==> src/rtl/imm_encode_stream_pkg.sv <==
// Shared immediate-type encoding, field positions and packing helpers.
package imm_encode_stream_pkg;

   // Same encoding as the core decoder's immediate-select field.
   typedef enum logic [1:0] {
      IMM_I = 2'd0,
      IMM_S = 2'd1,
      IMM_B = 2'd2,
      IMM_J = 2'd3
   } imm_type_e;

   // Instruction bit positions of the immediate fields. The extender
   // reads the same positions back out.
   localparam int I_HI      = 31;
   localparam int I_LO      = 20;
   localparam int S_HI_HI   = 31;
   localparam int S_HI_LO   = 25;
   localparam int S_LO_HI   = 11;
   localparam int S_LO_LO   = 7;
   localparam int B_SIGN    = 31;
   localparam int B_HI_HI   = 30;
   localparam int B_HI_LO   = 25;
   localparam int B_LO_HI   = 11;
   localparam int B_LO_LO   = 8;
   localparam int B_B11     = 7;
   localparam int J_SIGN    = 31;
   localparam int J_LO_HI   = 30;
   localparam int J_LO_LO   = 21;
   localparam int J_B11     = 20;
   localparam int J_MID_HI  = 19;
   localparam int J_MID_LO  = 12;

   // Overlay the immediate onto base; bits outside the fields pass through.
   function automatic logic [31:0] imm_pack(imm_type_e t, logic [31:0] base,
                                            logic [31:0] imm);
      logic [31:0] r;
      r = base;
      case (t)
         IMM_I: r[I_HI:I_LO] = imm[11:0];
         IMM_S: begin
            r[S_HI_HI:S_HI_LO] = imm[11:5];
            r[S_LO_HI:S_LO_LO] = imm[4:0];
         end
         IMM_B: begin
            r[B_SIGN]          = imm[12];
            r[B_HI_HI:B_HI_LO] = imm[10:5];
            r[B_LO_HI:B_LO_LO] = imm[4:1];
            r[B_B11]           = imm[11];
         end
         default: begin
            r[J_SIGN]            = imm[20];
            r[J_LO_HI:J_LO_LO]   = imm[10:1];
            r[J_B11]             = imm[11];
            r[J_MID_HI:J_MID_LO] = imm[19:12];
         end
      endcase
      return r;
   endfunction

   // An immediate is representable when every bit above the field's sign
   // bit copies it, and branch/jump targets are halfword aligned.
   function automatic logic imm_legal(imm_type_e t, logic [31:0] imm);
      logic ok;
      case (t)
         IMM_I, IMM_S: ok = (&imm[31:11]) | ~(|imm[31:11]);
         IMM_B:        ok = ((&imm[31:12]) | ~(|imm[31:12])) & ~imm[0];
         default:      ok = ((&imm[31:20]) | ~(|imm[31:20])) & ~imm[0];
      endcase
      return ok;
   endfunction

endpackage

==> src/rtl/imm_encode_stream_fifo.sv <==
// Small synchronous FIFO with flush. Storage is reset so the head data
// reads as zero out of reset.
module sync_fifo #(
   parameter int WIDTH = 32,
   parameter int DEPTH = 2
) (
   input  logic             clk,
   input  logic             rst_n,
   input  logic             clr,
   input  logic             push,
   input  logic [WIDTH-1:0] push_data,
   input  logic             pop,
   output logic [WIDTH-1:0] head,
   output logic             full,
   output logic             empty
);
   localparam int AW = (DEPTH > 1) ? $clog2(DEPTH) : 1;
   localparam int CW = $clog2(DEPTH + 1);

   logic [WIDTH-1:0] mem [DEPTH];
   logic [AW-1:0]    wr_ptr;
   logic [AW-1:0]    rd_ptr;
   logic [CW-1:0]    count;
   logic             push_ok;
   logic             pop_ok;

   function automatic logic [AW-1:0] ptr_next(logic [AW-1:0] p);
      return (p == AW'(DEPTH - 1)) ? '0 : p + AW'(1);
   endfunction

   // A full FIFO refuses a push even when it pops in the same cycle.
   assign push_ok = push & ~full;
   assign pop_ok  = pop & ~empty;
   assign full    = (count == CW'(DEPTH));
   assign empty   = (count == '0);
   assign head    = mem[rd_ptr];

   // Pointer, occupancy and storage update; flush beats any transfer.
   always_ff @(posedge clk) begin
      if (!rst_n) begin
         wr_ptr <= '0;
         rd_ptr <= '0;
         count  <= '0;
         for (int i = 0; i < DEPTH; i++) mem[i] <= '0;
      end else if (clr) begin
         wr_ptr <= '0;
         rd_ptr <= '0;
         count  <= '0;
      end else begin
         if (push_ok) begin
            mem[wr_ptr] <= push_data;
            wr_ptr      <= ptr_next(wr_ptr);
         end
         if (pop_ok) rd_ptr <= ptr_next(rd_ptr);
         case ({push_ok, pop_ok})
            2'b10:   count <= count + CW'(1);
            2'b01:   count <= count - CW'(1);
            default: count <= count;
         endcase
      end
   end

endmodule

==> src/rtl/imm_encode_stream.sv <==
// Packs immediates into RISC-V instruction words, drops illegal requests
// into a saturating error count, and streams legal words with a byte address.
module imm_encode_stream
   import imm_encode_stream_pkg::*;
#(
   parameter int                 ADDR_W    = 32,
   parameter logic [ADDR_W-1:0]  BASE_ADDR = '0,
   parameter int                 ERR_W     = 8
) (
   input  logic              clk,
   input  logic              rst_n,
   input  logic              clr,
   input  logic              in_valid,
   output logic              in_ready,
   input  logic [1:0]        in_imm_src,
   input  logic [31:0]       in_base,
   input  logic [31:0]       in_imm,
   output logic              out_valid,
   input  logic              out_ready,
   output logic [31:0]       out_instr,
   output logic [ADDR_W-1:0] out_addr,
   output logic              err,
   output logic [ERR_W-1:0]  err_cnt
);
   imm_type_e   imm_type;
   logic        legal;
   logic        accept;
   logic        push;
   logic        pop;
   logic        full;
   logic        empty;
   logic [31:0] packed_word;

   assign imm_type    = imm_type_e'(in_imm_src);
   assign legal       = imm_legal(imm_type, in_imm);
   assign packed_word = imm_pack(imm_type, in_base, in_imm);

   // Handshakes are ignored while flushing.
   assign in_ready  = ~full;
   assign out_valid = ~empty;
   assign accept    = in_valid & in_ready & ~clr;
   assign push      = accept & legal;
   assign pop       = out_valid & out_ready & ~clr;

   sync_fifo #(
      .WIDTH (32),
      .DEPTH (2)
   ) u_fifo (
      .clk       (clk),
      .rst_n     (rst_n),
      .clr       (clr),
      .push      (push),
      .push_data (packed_word),
      .pop       (pop),
      .head      (out_instr),
      .full      (full),
      .empty     (empty)
   );

   // Head address: steps one word per output handshake, wraps naturally.
   always_ff @(posedge clk) begin
      if (!rst_n || clr) out_addr <= BASE_ADDR;
      else if (pop)      out_addr <= out_addr + ADDR_W'(4);
   end

   // Sticky error flag and saturating count; survive a flush.
   always_ff @(posedge clk) begin
      if (!rst_n) begin
         err     <= 1'b0;
         err_cnt <= '0;
      end else if (accept && !legal) begin
         err <= 1'b1;
         if (err_cnt != '1) err_cnt <= err_cnt + ERR_W'(1);
      end
   end

endmodule

==> config.mk <==
export PLATFORM = sky130hd
export DESIGN_NAME = imm_encode_stream
export DESIGN_NICKNAME = d
export VERILOG_FILES = /design/src/rtl/imm_encode_stream_pkg.sv /design/src/rtl/imm_encode_stream_fifo.sv /design/src/rtl/imm_encode_stream.sv
export SDC_FILE = /design/constraint.sdc
export NUM_CORES = 1
export LEC_CHECK = 0
export ABC_AREA = 1
export BUFFER_PORTS_ARGS = -buffer_cell sky130_fd_sc_hd__buf_2
export CELL_PAD_IN_SITES_DETAIL_PLACEMENT = 2
export CELL_PAD_IN_SITES_GLOBAL_PLACEMENT = 2
export CORE_ASPECT_RATIO = 1.5
export CORE_MARGIN = 5
export CORE_UTILIZATION = 33
export DETAILED_ROUTE_END_ITERATION = 6
export GPL_TIMING_DRIVEN = 0
export PLACE_DENSITY = 0.95
export SYNTH_ARGS = -nofsm -noshare
export SYNTH_HDL_FRONTEND = slang
export SYNTH_HIERARCHICAL = 1
export SYNTH_SLANG_ARGS = --single-unit
==> constraint.sdc <==
create_clock -name clk -period 5.4 [get_ports clk]
set_input_delay 0.81 -clock clk [delete_from_list [all_inputs] [get_ports clk]]
set_output_delay 0.81 -clock clk [all_outputs]
set_load 0.01 [all_outputs]
# Yosys cells after proc, flatten, opt, wreduce, memory -nomap -nowiden

Memory sizes are Yosys's and may differ from the RTL's. A register that Yosys moved wholly into a read port is not among the register bits.
Index checks and enable logic that the tools add are counted.

Output and inout bits: 75
Input bits: 71
Flip-flop bits (word level): 45
Logic and storage cells: 76
Memories kept: 1
Bits in writable memories: 64

Muxes and demuxes: 18
Equal/unequal tests: 6
$add $sub $neg: 6
Reductions and logical operators: 19
Bitwise operators: 20

Memory list:

| memory     | words | bits a word | read ports | clocked after Yosys merged registers in | write ports | RTL line                     | text |
|---|---|---|---|---|---|---|---|
| u_fifo.mem | 2     | 32          | 1          | 1                                       | 2           | imm_encode_stream_fifo.sv:20 | `logic [WIDTH-1:0] mem [DEPTH];` |

Operators by type and width:

| cell                    | count |
|---|---|
| $add A32 B3 Y32 const B | 1 |
| $mux W32                | 1 |
| $reduce_or A32 Y1       | 1 |
| $reduce_and A21 Y1      | 1 |
| $reduce_or A21 Y1       | 1 |
| $pmux W5 S2             | 2 |
| $reduce_and A20 Y1      | 1 |
| $reduce_or A20 Y1       | 1 |
| $pmux W7 S2             | 1 |
| $reduce_and A12 Y1      | 1 |
| $reduce_or A12 Y1       | 1 |
| $mux W1                 | 11 |
| $and A1 B1 Y1           | 9 |
| $add A8 B1 Y8 const B   | 1 |
| $mux W8                 | 1 |
| $ne A8 B8 Y1 const B    | 1 |
| $not A1 Y1              | 8 |
| $eq A2 B2 Y1 const B    | 3 |
| $reduce_or A2 Y1        | 3 |
| $eq A2 B1 Y1 const B    | 2 |
| $logic_not A2 Y1        | 2 |
| $pmux W2 S2             | 1 |
| $or A1 B1 Y1            | 3 |
| $reduce_or A3 Y1        | 1 |
| 9 further kinds         | 11 |

# Depth between registers and ports, before layout

Gate-level depths: netlist (run 1).

Depth in word-level cells: 13
Gate-level depth with buffers: 19
Gate-level depth less buffers: 19

# Modules after synthesis

Netlist (run 1), hierarchy kept.

Modules (own cells, without submodules):

| module            | instances | area each (um^2) | cells an instance | sequential area each (um^2) |
|---|---|---|---|---|
| sync_fifo         | 1         | 3022.9           | 244               | 2021.9 |
| imm_encode_stream | 1         | 2901.5           | 473               | 780.7 |

# Worst setup path before layout (run 1)

Ideal clock, no wire load.

Path kind: input port to flip-flop
From: input in_imm_src[0]
To: memory u_fifo.mem[0][0] (enable)
Arrival: 3.195 ns
Cell stages on the path: 15
Library setup time: 0.389 ns
Buffers on the path: 1
Required time: 5.011 ns
Slack: 1.815 ns
Path through: inv_1 -> ha_1 -> nor2_1 -> inv_1 -> or2_0 -> a21oi_1 -> nand3_1 -> nand2_1 -> inv_1 -> nor4_1 -> inv_1 -> nor2_4 -> nand2_2 -> buf_6 -> nand2_1

RTL lines:

| item               | RTL line                     | text |
|---|---|---|
| start: declaration | imm_encode_stream.sv:15      | `input logic [1:0] in_imm_src,` |
| end: declaration   | imm_encode_stream_fifo.sv:20 |  |

==> impl_metrics.env, run 1 <==
export IMPL_status="complete, no violations"
export IMPL_place_congestion=0.8266
export IMPL_start_kind="primary input"
export IMPL_p_leak_uw=0.003091
export IMPL_fp_dieW_um=119.4
export IMPL_synth_seq_cells=108
export IMPL_vias_per_cell=4.995
export IMPL_final_common_cell="nor2_1"
export IMPL_grt_pass1_vias=6164
export IMPL_crit_required_ns=5.37
export IMPL_fin_crit_sh_pct=70.97
export IMPL_drive_gt1_share_pct=25.86
export IMPL_crit_chain="buf_2 > inv_1 > ha_1 > nor2_1 > inv_1 > or2_0 > a21oi_1 > nand3_1 > nand2_1 > inv_1 > nor4_1 > inv_1 > nor2_4 > nand2_2 > buf_6 > nand2_2"
export IMPL_synth_warnings=6
export IMPL_nets=943
export IMPL_slew_headroom_pct=42.71
export IMPL_drt_iter0_markers=212
export IMPL_die_y_um=174.1
export IMPL_arrival_ns=3.80
export IMPL_place_inst=1071
export IMPL_cts_sinks=108
export IMPL_synth_edf_count=64
export IMPL_pin_count=146
export IMPL_ctsHoldBuffers=0
export IMPL_slowest_delay_ns=0.62
export IMPL_min_path_type="reg -> reg"
export IMPL_clockBufferDepth=2
export IMPL_cp_slowest_cell="nand2_2"
export IMPL_cts_buffers_inserted=9
export IMPL_ys_types=43
export IMPL_ant_nets=0
export IMPL_initial_utilization_pct=33.30
export IMPL_core_area_um2=17790
export IMPL_area_growth_pct=21.44
export IMPL_ys_seq_area_share_pct=47.31
export IMPL_diodes=0
export IMPL_nFillCells=2067
export IMPL_p_total_uw=1766
export IMPL_drv_slew=0
export IMPL_drv_cap=0
export IMPL_worst_pin_slew_ns=0.8563
export IMPL_rsz0062_at_grt="no"
export IMPL_grt_pass1_wl_um=32090
export IMPL_die_area_um2=20790
export IMPL_cp_max_fo=32
export IMPL_rows=60
export IMPL_post_cts_setup_buffer_count=0
export IMPL_grt_max_degree=33
export IMPL_wire_per_inst_um=18.76
export IMPL_grt_remaining_overflow=0
export IMPL_worst_path_most_repeated_cell="inv_1"
export IMPL_synth_cell_area_um2=5924
export IMPL_crit_path_end_kind="register"
export IMPL_antenna_found_initial=0
export IMPL_final_cells=1087
export IMPL_async_flop_share_pct=0
export IMPL_finClkSkew_ns=0.01309
export IMPL_cts_resized=0
export IMPL_powerDensity_nw_per_um2=245.4
export IMPL_hold_violations=0
export IMPL_final_cell_mix="nor2_1 (150), buf_2 (138), nand2_1 (135)"
export IMPL_syn_avg_cell_area_um2=8.263
export IMPL_drt_first_pass_iters=4
export IMPL_netlist_instances=717
export IMPL_insertion_delay_ns=0.35
export IMPL_numPortBuffers=136
export IMPL_drt_total_wl_um=20400
export IMPL_vdd_drop_max_v=0.0001458
export IMPL_ys_flop_type="edfxtp_1"
export IMPL_fin_crit_ns=3.832
export IMPL_finalSetupTns_ns=0
export IMPL_drcViolationCount=0
export IMPL_path_clk_slew_ns=0.08
export IMPL_cts_root_buf="clkbuf_16"
export IMPL_r2r_slack_ns=2.88
export IMPL_vias=5430
export IMPL_path_class="in -> reg"
export IMPL_grt_use_total_pct=19.55
export IMPL_cts_tree="done"
export IMPL_setup_violations=0
export IMPL_htreeDepth=3
export IMPL_fmax_mhz=260.9
export IMPL_place_hpwl_um=16060
-- cell families after synthesis --
group	count (synthesis)	share of synthesized area, %
AOI/OAI and AO/OA	57	5.174
xor gates and xnor gates	11	1.626
adders and majority gates	7	1.478
buffers and inverters	123	8.912
DFF	108	47.31
muxes	32	6.082
other	1	0.06330
and+or+nand+nor	378	29.36
-- final timing paths --
kind / startpoint / endpoint / depth (start not counted)
max: in_imm_src[1] / u_fifo/mem[0][1]$_SDFFCE_PN0P_ / 16
min: err$_SDFFE_PN0P_ / err$_SDFFE_PN0P_ / 2
max reg2reg: u_fifo/count[0]$_SDFFE_PP0P_ / u_fifo/mem[0][1]$_SDFFCE_PN0P_ / 7
min reg2reg: err$_SDFFE_PN0P_ / err$_SDFFE_PN0P_ / 2
-- worst max-delay path: cells and delay by family --
| kind | cells | cell delay, ns |
|---|---|---|
| adder cells (fa/ha/maj) | 1 | 0.25 |
| AO/OA/AOI/OAI | 1 | 0.14 |
| buffers and inverters | 6 | 0.64 |
| AND/OR/NAND/NOR | 8 | 1.92 |
-- state kept, by name, indices dropped and copies added (netlist names), named ones only --
| register | count |
|---|---|
| u_fifo/rd_ptr | 1 |
| u_fifo/count | 2 |
| err | 1 |
| out_addr | 30 |
| err_cnt | 8 |
| u_fifo/mem | 64 |
| u_fifo/wr_ptr | 1 |
-- layout make-up --
type | count | area, um2 | share of cell area, %
Tap cell | 217 | 271.5 | 3.774
Buffer | 18 | 133.9 | 1.861
Clock buffer | 9 | 225.2 | 3.130
Timing Repair Buffer | 136 | 680.7 | 9.461
Inverter | 105 | 394.1 | 5.478
Sequential cell | 108 | 2803 | 38.96
Multi-Input combinational cell | 487 | 2603 | 36.17
Clock inverter | 7 | 83.83 | 1.165
-- cell usage after synthesis (3+ instances only) --
cell	number	area share [%]
nand2_2	5	0.53
buf_4	5	0.63
nand3b_1	3	0.38
nand3_2	3	0.51
inv_1	103	6.5
nor2_2	3	0.32
clkbuf_1	5	0.32
xor2_1	7	1.0
ha_1	7	1.5
o21ai_0	23	1.9
xnor2_1	4	0.59
edfxtp_1	64	32
nand4_1	12	1.3
buf_6	6	1.1
nor2_1	150	9.5
nand2_1	137	8.7
nor2_4	4	0.76
o21bai_1	5	0.63
nor3_4	3	0.82
nand3_1	26	2.2
a21oi_1	23	1.9
dfxtp_1	44	15
mux2_2	30	5.7
nor3_1	18	1.5
-- routing by layer --
layer  track usage (%)  vias to the layer above  wire [um]
met5                 0                        -          0
met4             7.119                        0        537
met3             3.060                       30        698
met2             40.13                      109      11830
met1             19.06                     2686       7330
li1                  -                     2605          -
-- through the flow --
stage	hold slack [ns]	cell area, um2	util [%]	setup slack (ns)
after floorplan	0.4669	5928	-	1.815
after global placement	0.4375	6880	38.67	0.7584
after detailed placement	0.4489	6885	38.70	1.135
after CTS	0.4605	7194	40.44	1.500
after global routing	0.4866	7194	40.44	1.253
final	0.4536	7194	40.44	1.568
-- power by group --
group	internal (uW)	switching [uW]
Clock	368	328
Sequential	893	9.03
Combinational	60.3	107
(Power assumes the default switching activity.)
==> run 2, diff against run 1 <==
- ABC_AREA: 1 -> 0
- CORE_UTILIZATION: 33 -> 30
- PLACE_DENSITY: 0.95 -> 0.87
- clock period: 5.4 -> 3.4 ns (I/O delays scaled with it)
==> run 2 against run 1 <==
Against the previous run:
- combinational power rose by 28%
- critical path type unchanged
- synthesized area fell by 10%
- routed wire length fell by 21%
- count of clock-buffer cells in the layout did not move
==> impl_metrics.env, run 2 <==
export IMPL_regMostFlops="u_fifo/mem"
export IMPL_grt_pass1_wl_um=25580
export IMPL_final_cell_mix="buf_2 (139), and2_1 (68), edfxtp_1 (64)"
export IMPL_synth_xor_area_share_pct=5.451
export IMPL_syn_avg_cell_area_um2=11.38
export IMPL_design_area_um2=6564
export IMPL_path_class="in -> reg"
export IMPL_finClkSkew_ns=0.008785
export IMPL_rows=59
export IMPL_hold_violations=0
export IMPL_nFillCells=1889
export IMPL_cts_root_buf="clkbuf_16"
export IMPL_async_flop_share_pct=0
export IMPL_clockBufferDepth=2
export IMPL_drv_slew=0
export IMPL_die_y_um=172.8
export IMPL_initial_utilization_pct=30.57
export IMPL_status="complete, no violations"
export IMPL_rsz0062_at_grt="no"
export IMPL_place_congestion=0.7749
export IMPL_drive_gt1_share_pct=33.60
export IMPL_r2r_end="u_fifo/mem[1][9]$_SDFFCE_PN0P_"
export IMPL_place_hpwl_um=12650
export IMPL_synth_compound_area_share_pct=4.719
export IMPL_netlist_instances=466
export IMPL_reg_top3="u_fifo/mem (64), out_addr (30), err_cnt (8)"
export IMPL_pin_count=146
export IMPL_largest_reg_flops=64
export IMPL_synth_simple_area_share_pct=22.72
export IMPL_swShare_pct=24.85
export IMPL_powerDensity_nw_per_um2=409.1
export IMPL_post_cts_setup_buffer_count=0
export IMPL_hold_end="err$_SDFFE_PN0P_"
export IMPL_ys_seq_area_share_pct=52.86
export IMPL_p_sw_uw=667.2
export IMPL_fmax_mhz=333.2
export IMPL_drt_first_pass_iters=4
export IMPL_drt_total_wl_um=16030
export IMPL_grt_pass1_vias=4638
export IMPL_min_path_type="reg -> reg"
export IMPL_htreeDepth=3
export IMPL_synthMuxAreaShare_pct=9.061
export IMPL_synth_warnings=6
export IMPL_synth_commonest_cells="and2_1 (68), edfxtp_1 (64), dfxtp_1 (44), nor2_1 (44), mux2_2 (28)"
export IMPL_finalSetupTns_ns=0
export IMPL_drt_iter0_markers=171
export IMPL_worst_pin_slew_ns=0.5354
export IMPL_wire_per_inst_um=19.22
export IMPL_ys_top_cells_by_area="edfxtp_1 (36%), dfxtp_1 (17%), and2_1 (8.0%), mux2_2 (5.9%), xor2_1 (4.0%)"
export IMPL_fin_util_pct=37.84
export IMPL_fin_crit_ns=3.002
export IMPL_synth_top_area_cell="edfxtp_1"
export IMPL_regArea_um2=2803
export IMPL_drv_cap=0
export IMPL_vias=4096
export IMPL_p_leak_uw=0.002691
export IMPL_ys_types=49
export IMPL_slew_headroom_pct=63.93
export IMPL_vdd_drop_max_v=0.0003426
export IMPL_ys_flop_type="edfxtp_1"
export IMPL_path_clk_slew_ns=0.07
export IMPL_r2r_slack_ns=0.71
export IMPL_p_int_uw=2018
export IMPL_synth_top_family_by_area="simple AND/OR/NAND/NOR gates"
export IMPL_setup_violations=0
export IMPL_clkPwrFrac_pct=39.0
export IMPL_cp_max_fo=32
export IMPL_fp_dieW_um=118.6
export IMPL_cts_sinks=108
export IMPL_cts_buffers_inserted=9
export IMPL_r2r_start="u_fifo/count[0]$_SDFFE_PP0P_"
export IMPL_synth_seq_cells=108
export IMPL_dpl_instance_area_um2=6259
export IMPL_die_area_um2=20490
export IMPL_p_total_uw=2686
export IMPL_arrival_ns=3.00
export IMPL_ctsHoldBuffers=0
export IMPL_crit_required_ns=3.40
export IMPL_drcViolationCount=0
export IMPL_numPortBuffers=136
export IMPL_multi_input_area_um2=2335
export IMPL_whs_ns=0.4489
export IMPL_rr_worst_depth=7
export IMPL_grt_remaining_overflow=0
export IMPL_synth_edf_count=64
export IMPL_area_growth_pct=23.78
export IMPL_insertion_delay_ns=0.35
export IMPL_cts_resized=0
export IMPL_vias_per_cell=4.911
export IMPL_core_area_um2=17350
export IMPL_start_kind="primary input"
export IMPL_whs_path_depth=2
export IMPL_ant_nets=0
export IMPL_synthMostInstantiatedCell="and2_1"
export IMPL_grt_use_total_pct=15.66
export IMPL_crit_path_end_kind="register"
export IMPL_netlist_area_leader_share_pct=36.24
export IMPL_comb_power_share_pct=8.0
export IMPL_grt_max_degree=33
export IMPL_seqPwrFrac_pct=53.0
export IMPL_cts_tree="done"
export IMPL_synth_cell_area_um2=5303
export IMPL_min_delay_start="err$_SDFFE_PN0P_"
export IMPL_fin_crit_sh_pct=88.28
export IMPL_final_common_cell="buf_2"
export IMPL_antenna_found_initial=2
export IMPL_synth_adder_area_share_pct=1.652
export IMPL_nets=692
## run 2: power groups by stage
stage / sequential [uW] / clock (uW) / combinational (uW)
floorplan: 1450 / 0 / 103
global placement: 1450 / 0 / 206
detailed placement: 1460 / 0 / 217
CTS: 1430 / 1080 / 218
global route: 1430 / 1140 / 235
finish: 1420 / 1050 / 215
## run 2: how the worst max path moves through the flow
stage	start	endpoint	slack, ns	cells after the start
floorplan	in_imm[13]	u_fifo/mem[0][0]$_SDFFCE_PN0P_	0.08	7
global placement	in_imm[22]	u_fifo/mem[1][22]$_SDFFCE_PN0P_	-0.77	8
detailed placement	in_imm[13]	u_fifo/mem[1][22]$_SDFFCE_PN0P_	-0.32	8
CTS	in_imm[13]	u_fifo/mem[1][3]$_SDFFCE_PN0P_	0.06	8
global route	in_imm[12]	u_fifo/mem[1][1]$_SDFFCE_PN0P_	0.23	8
finish	in_imm[13]	u_fifo/mem[1][9]$_SDFFCE_PN0P_	0.40	8
## run 2: routing by layer
metal,global-route usage (%),wire (um),vias to the layer above
li1,-,-,1949
met1,16.03,5778,2034
met2,30.70,9342,87
met3,3.039,577,24
met4,5.674,323,2
met5,0,7,-
## run 2: cell families after synthesis
group                    count (synthesis)
AO/OA/AOI/OAI                           35
XOR/XNOR                                33
adder cells (fa/ha/maj)                  7
buffers and inverters                   32
flip-flops                             108
multiplexers                            43
other                                    1
AND/OR/NAND/NOR                        207
## run 2: critical path, cell delays in order
cell	delay, ns
buf_2	0.12
or4_1	0.56
nor3_2	0.16
a211oi_2	0.13
nor3_1	0.32
inv_2	0.13
nor4_4	0.50
nand2b_4	0.55
## run 2: area by class of cell
type,count,share of cell area [%]
Antenna cell,2,0.07625
Buffer,18,2.002
Clock buffer,9,3.431
Clock inverter,7,0.9912
Inverter,14,0.8006
Multi-Input combinational cell,327,35.57
Sequential cell,108,42.70
Tap cell,213,4.060
Timing Repair Buffer,136,10.37
## run 2: through the flow
stage,instances,setup slack (ns)
6_report,834,0.3984
5_1_grt,833,0.2263
4_1_cts,832,0.06211
3_5_place_dp,816,-0.3189
3_3_place_gp,816,-0.7664
2_1_floorplan,467,0.07730
==> run 3, diff against run 2 <==
- RECOVER_POWER: not set -> 100
==> run 3 against run 2 <==
Against the previous run:
- sequential power about the same
- power down 0.35%
- critical path type unchanged
- maximum frequency up 1.3%
- register-to-register slack worse by 0.17 ns
- non-clock buffer count unchanged
- sequential cell count unchanged
- design area down 2.7%
- combinational power down 4%
- via count down 0.20%
- routed wire length up 0.90%
==> impl_metrics.env, run 3 (synthesis results as in run 2) <==
export IMPL_drv_cap=0
export IMPL_nets=692
export IMPL_final_common_cell="clkbuf_1"
export IMPL_largest_reg_flops=64
export IMPL_ant_nets=0
export IMPL_cts_root_buf="clkbuf_16"
export IMPL_finClkSkew_ns=0.007937
export IMPL_drt_first_pass_iters=6
export IMPL_vdd_drop_max_v=0.0003380
export IMPL_powerDensity_nw_per_um2=419.0
export IMPL_start_kind="primary input"
export IMPL_cts_sinks=108
export IMPL_antenna_found_initial=2
export IMPL_rsz0062_at_grt="no"
export IMPL_cts_buffers_inserted=9
export IMPL_reg_top3="u_fifo/mem (64), out_addr (30), err_cnt (8)"
export IMPL_htreeDepth=3
export IMPL_worst_pin_slew_ns=0.9497
export IMPL_place_hpwl_um=12650
export IMPL_fin_crit_ns=2.963
export IMPL_final_cell_mix="clkbuf_1 (81), buf_2 (71), edfxtp_1 (64)"
export IMPL_crit_buf_inv=2
export IMPL_drt_total_wl_um=16170
export IMPL_initial_utilization_pct=30.57
export IMPL_slew_headroom_pct=36.55
export IMPL_crit_family="simple AND/OR/NAND/NOR gates"
export IMPL_place_congestion=0.7749
export IMPL_drt_iter0_markers=184
export IMPL_path_clk_slew_ns=0.07
export IMPL_place_inst=816
export IMPL_finalSetupTns_ns=0
export IMPL_use_met1_pct=16.03
export IMPL_globalRouteMet3Util_pct=3.039
export IMPL_clockBufferDepth=2
export IMPL_r2r_slack_ns=0.54
export IMPL_rows=59
export IMPL_setup_violations=0
export IMPL_grt_use_total_pct=15.66
export IMPL_vias_per_cell=4.902
export IMPL_cp_slowest_cell="or4_1"
export IMPL_fmax_mhz=337.4
export IMPL_regMostFlops="u_fifo/mem"
export IMPL_arrival_ns=2.96
export IMPL_slowest_delay_ns=0.57
export IMPL_fin_crit_sh_pct=87.16
export IMPL_drv_slew=0
export IMPL_vias=4088
export IMPL_worstSetupStartpoint="in_imm[12]"
export IMPL_wire_per_inst_um=19.39
export IMPL_p_leak_uw=0.002321
export IMPL_ctsHoldBuffers=0
export IMPL_die_y_um=172.8
export IMPL_grt_busiest_layer="met2"
export IMPL_rr_worst_depth=7
export IMPL_insertion_delay_ns=0.36
export IMPL_crit_path_end_kind="register"
export IMPL_fp_dieW_um=118.6
export IMPL_die_area_um2=20490
export IMPL_path_class="in -> reg"
export IMPL_grt_remaining_overflow=0
export IMPL_pin_count=146
export IMPL_grt_pass1_vias=4638
export IMPL_cts_tree="done"
export IMPL_drive_gt1_share_pct=19.71
export IMPL_nFillCells=1931
export IMPL_drcViolationCount=0
export IMPL_final_cells=834
export IMPL_grt_util_met2_pct=30.70
export IMPL_min_path_type="in -> reg"
export IMPL_crit_required_ns=3.40
export IMPL_area_growth_pct=20.46
export IMPL_cp_max_fo=32
export IMPL_crit_chain="clkbuf_1 > or4_1 > nor3_2 > a211oi_1 > nor3_1 > inv_1 > nor4_4 > nand2b_4"
export IMPL_status="complete, no violations"
export IMPL_r2r_end="out_addr[29]$_SDFFE_PP0P_"
export IMPL_grt_max_degree=33
export IMPL_critPathCapture="u_fifo/mem[1][9]$_SDFFCE_PN0P_"
export IMPL_r2r_start="u_fifo/count[0]$_SDFFE_PP0P_"
export IMPL_path_depth=8
export IMPL_numPortBuffers=136
export IMPL_grt_pass1_wl_um=25580
export IMPL_hold_violations=0
export IMPL_core_area_um2=17350
==> run 3: worst min-delay path by stage <==
stage / from / to / slack [ns] / depth (start not counted)
after floorplan: err$_SDFFE_PN0P_ / err$_SDFFE_PN0P_ / 0.47 / 2
after global placement: err$_SDFFE_PN0P_ / err$_SDFFE_PN0P_ / 0.44 / 2
after detailed placement: err$_SDFFE_PN0P_ / err$_SDFFE_PN0P_ / 0.45 / 2
after CTS: in_base[2] / u_fifo/mem[0][2]$_SDFFCE_PN0P_ / 0.43 / 2
after global routing: in_base[2] / u_fifo/mem[1][2]$_SDFFCE_PN0P_ / 0.44 / 2
final: in_base[2] / u_fifo/mem[1][2]$_SDFFCE_PN0P_ / 0.45 / 2
==> run 3: repair_timing <==
item	CTS	global route
setup buffers	0	0
gates resized for setup	0	2
endpoints found under the setup margin	0	64
==> run 3: per-stage QoR <==
step | hold WS (ns) | util [%] | power, uW | setup slack, ns | instance area (um2)
after global placement | 0.4425 | 36.05 | 1657 | -0.7664 | 6254
after floorplan | 0.4696 | - | 1554 | 0.07730 | 5306
after CTS | 0.4318 | 37.75 | 2727 | 0.06211 | 6549
after global routing | 0.4390 | 36.80 | 2792 | 0.1679 | 6385
final | 0.4476 | 36.82 | 2676 | 0.4366 | 6387
after detailed placement | 0.4452 | 36.08 | 1673 | -0.3189 | 6259
==> run 3: where the power goes <==
group	leakage, uW	total, uW	switching [uW]	internal (uW)
logic	0.00119	207	127	80.2
clock network	0.000142	1040	528	517
registers	0.000992	1420	11.0	1410
total	0.00232	2680	666	2010
==> run 3: metal layers <==
metal / routed length, um / up-vias / share of wire, %
li1: - / 1937 / -
met1: 5798 / 2037 / 36
met2: 9487 / 93 / 59
met3: 605 / 19 / 3.7
met4: 267 / 2 / 1.7
met5: 13 / - / 0.080
==> run 3: worst reg2reg max path: cells and delay by family, from the launching register on <==
kind	cells	cell delay (ns)
and+or+nand+nor	6	2.12
xor gates and xnor gates	1	0.17
DFF	1	0.43
==> run 3: area by class of cell <==
| class | count | area [um2] | area share (%) |
|---|---|---|---|
| sequential | 108 | 2803 | 43.88 |
| buffer | 18 | 75.07 | 1.175 |
| clock inverter | 7 | 65.06 | 1.019 |
| timing repair buffer | 136 | 599.3 | 9.383 |
| antenna | 2 | 5.005 | 0.07835 |
| tap | 213 | 266.5 | 4.172 |
| clock buffer | 9 | 225.2 | 3.526 |
| inverter | 14 | 52.55 | 0.8227 |
| multi-input combinational | 327 | 2296 | 35.95 |
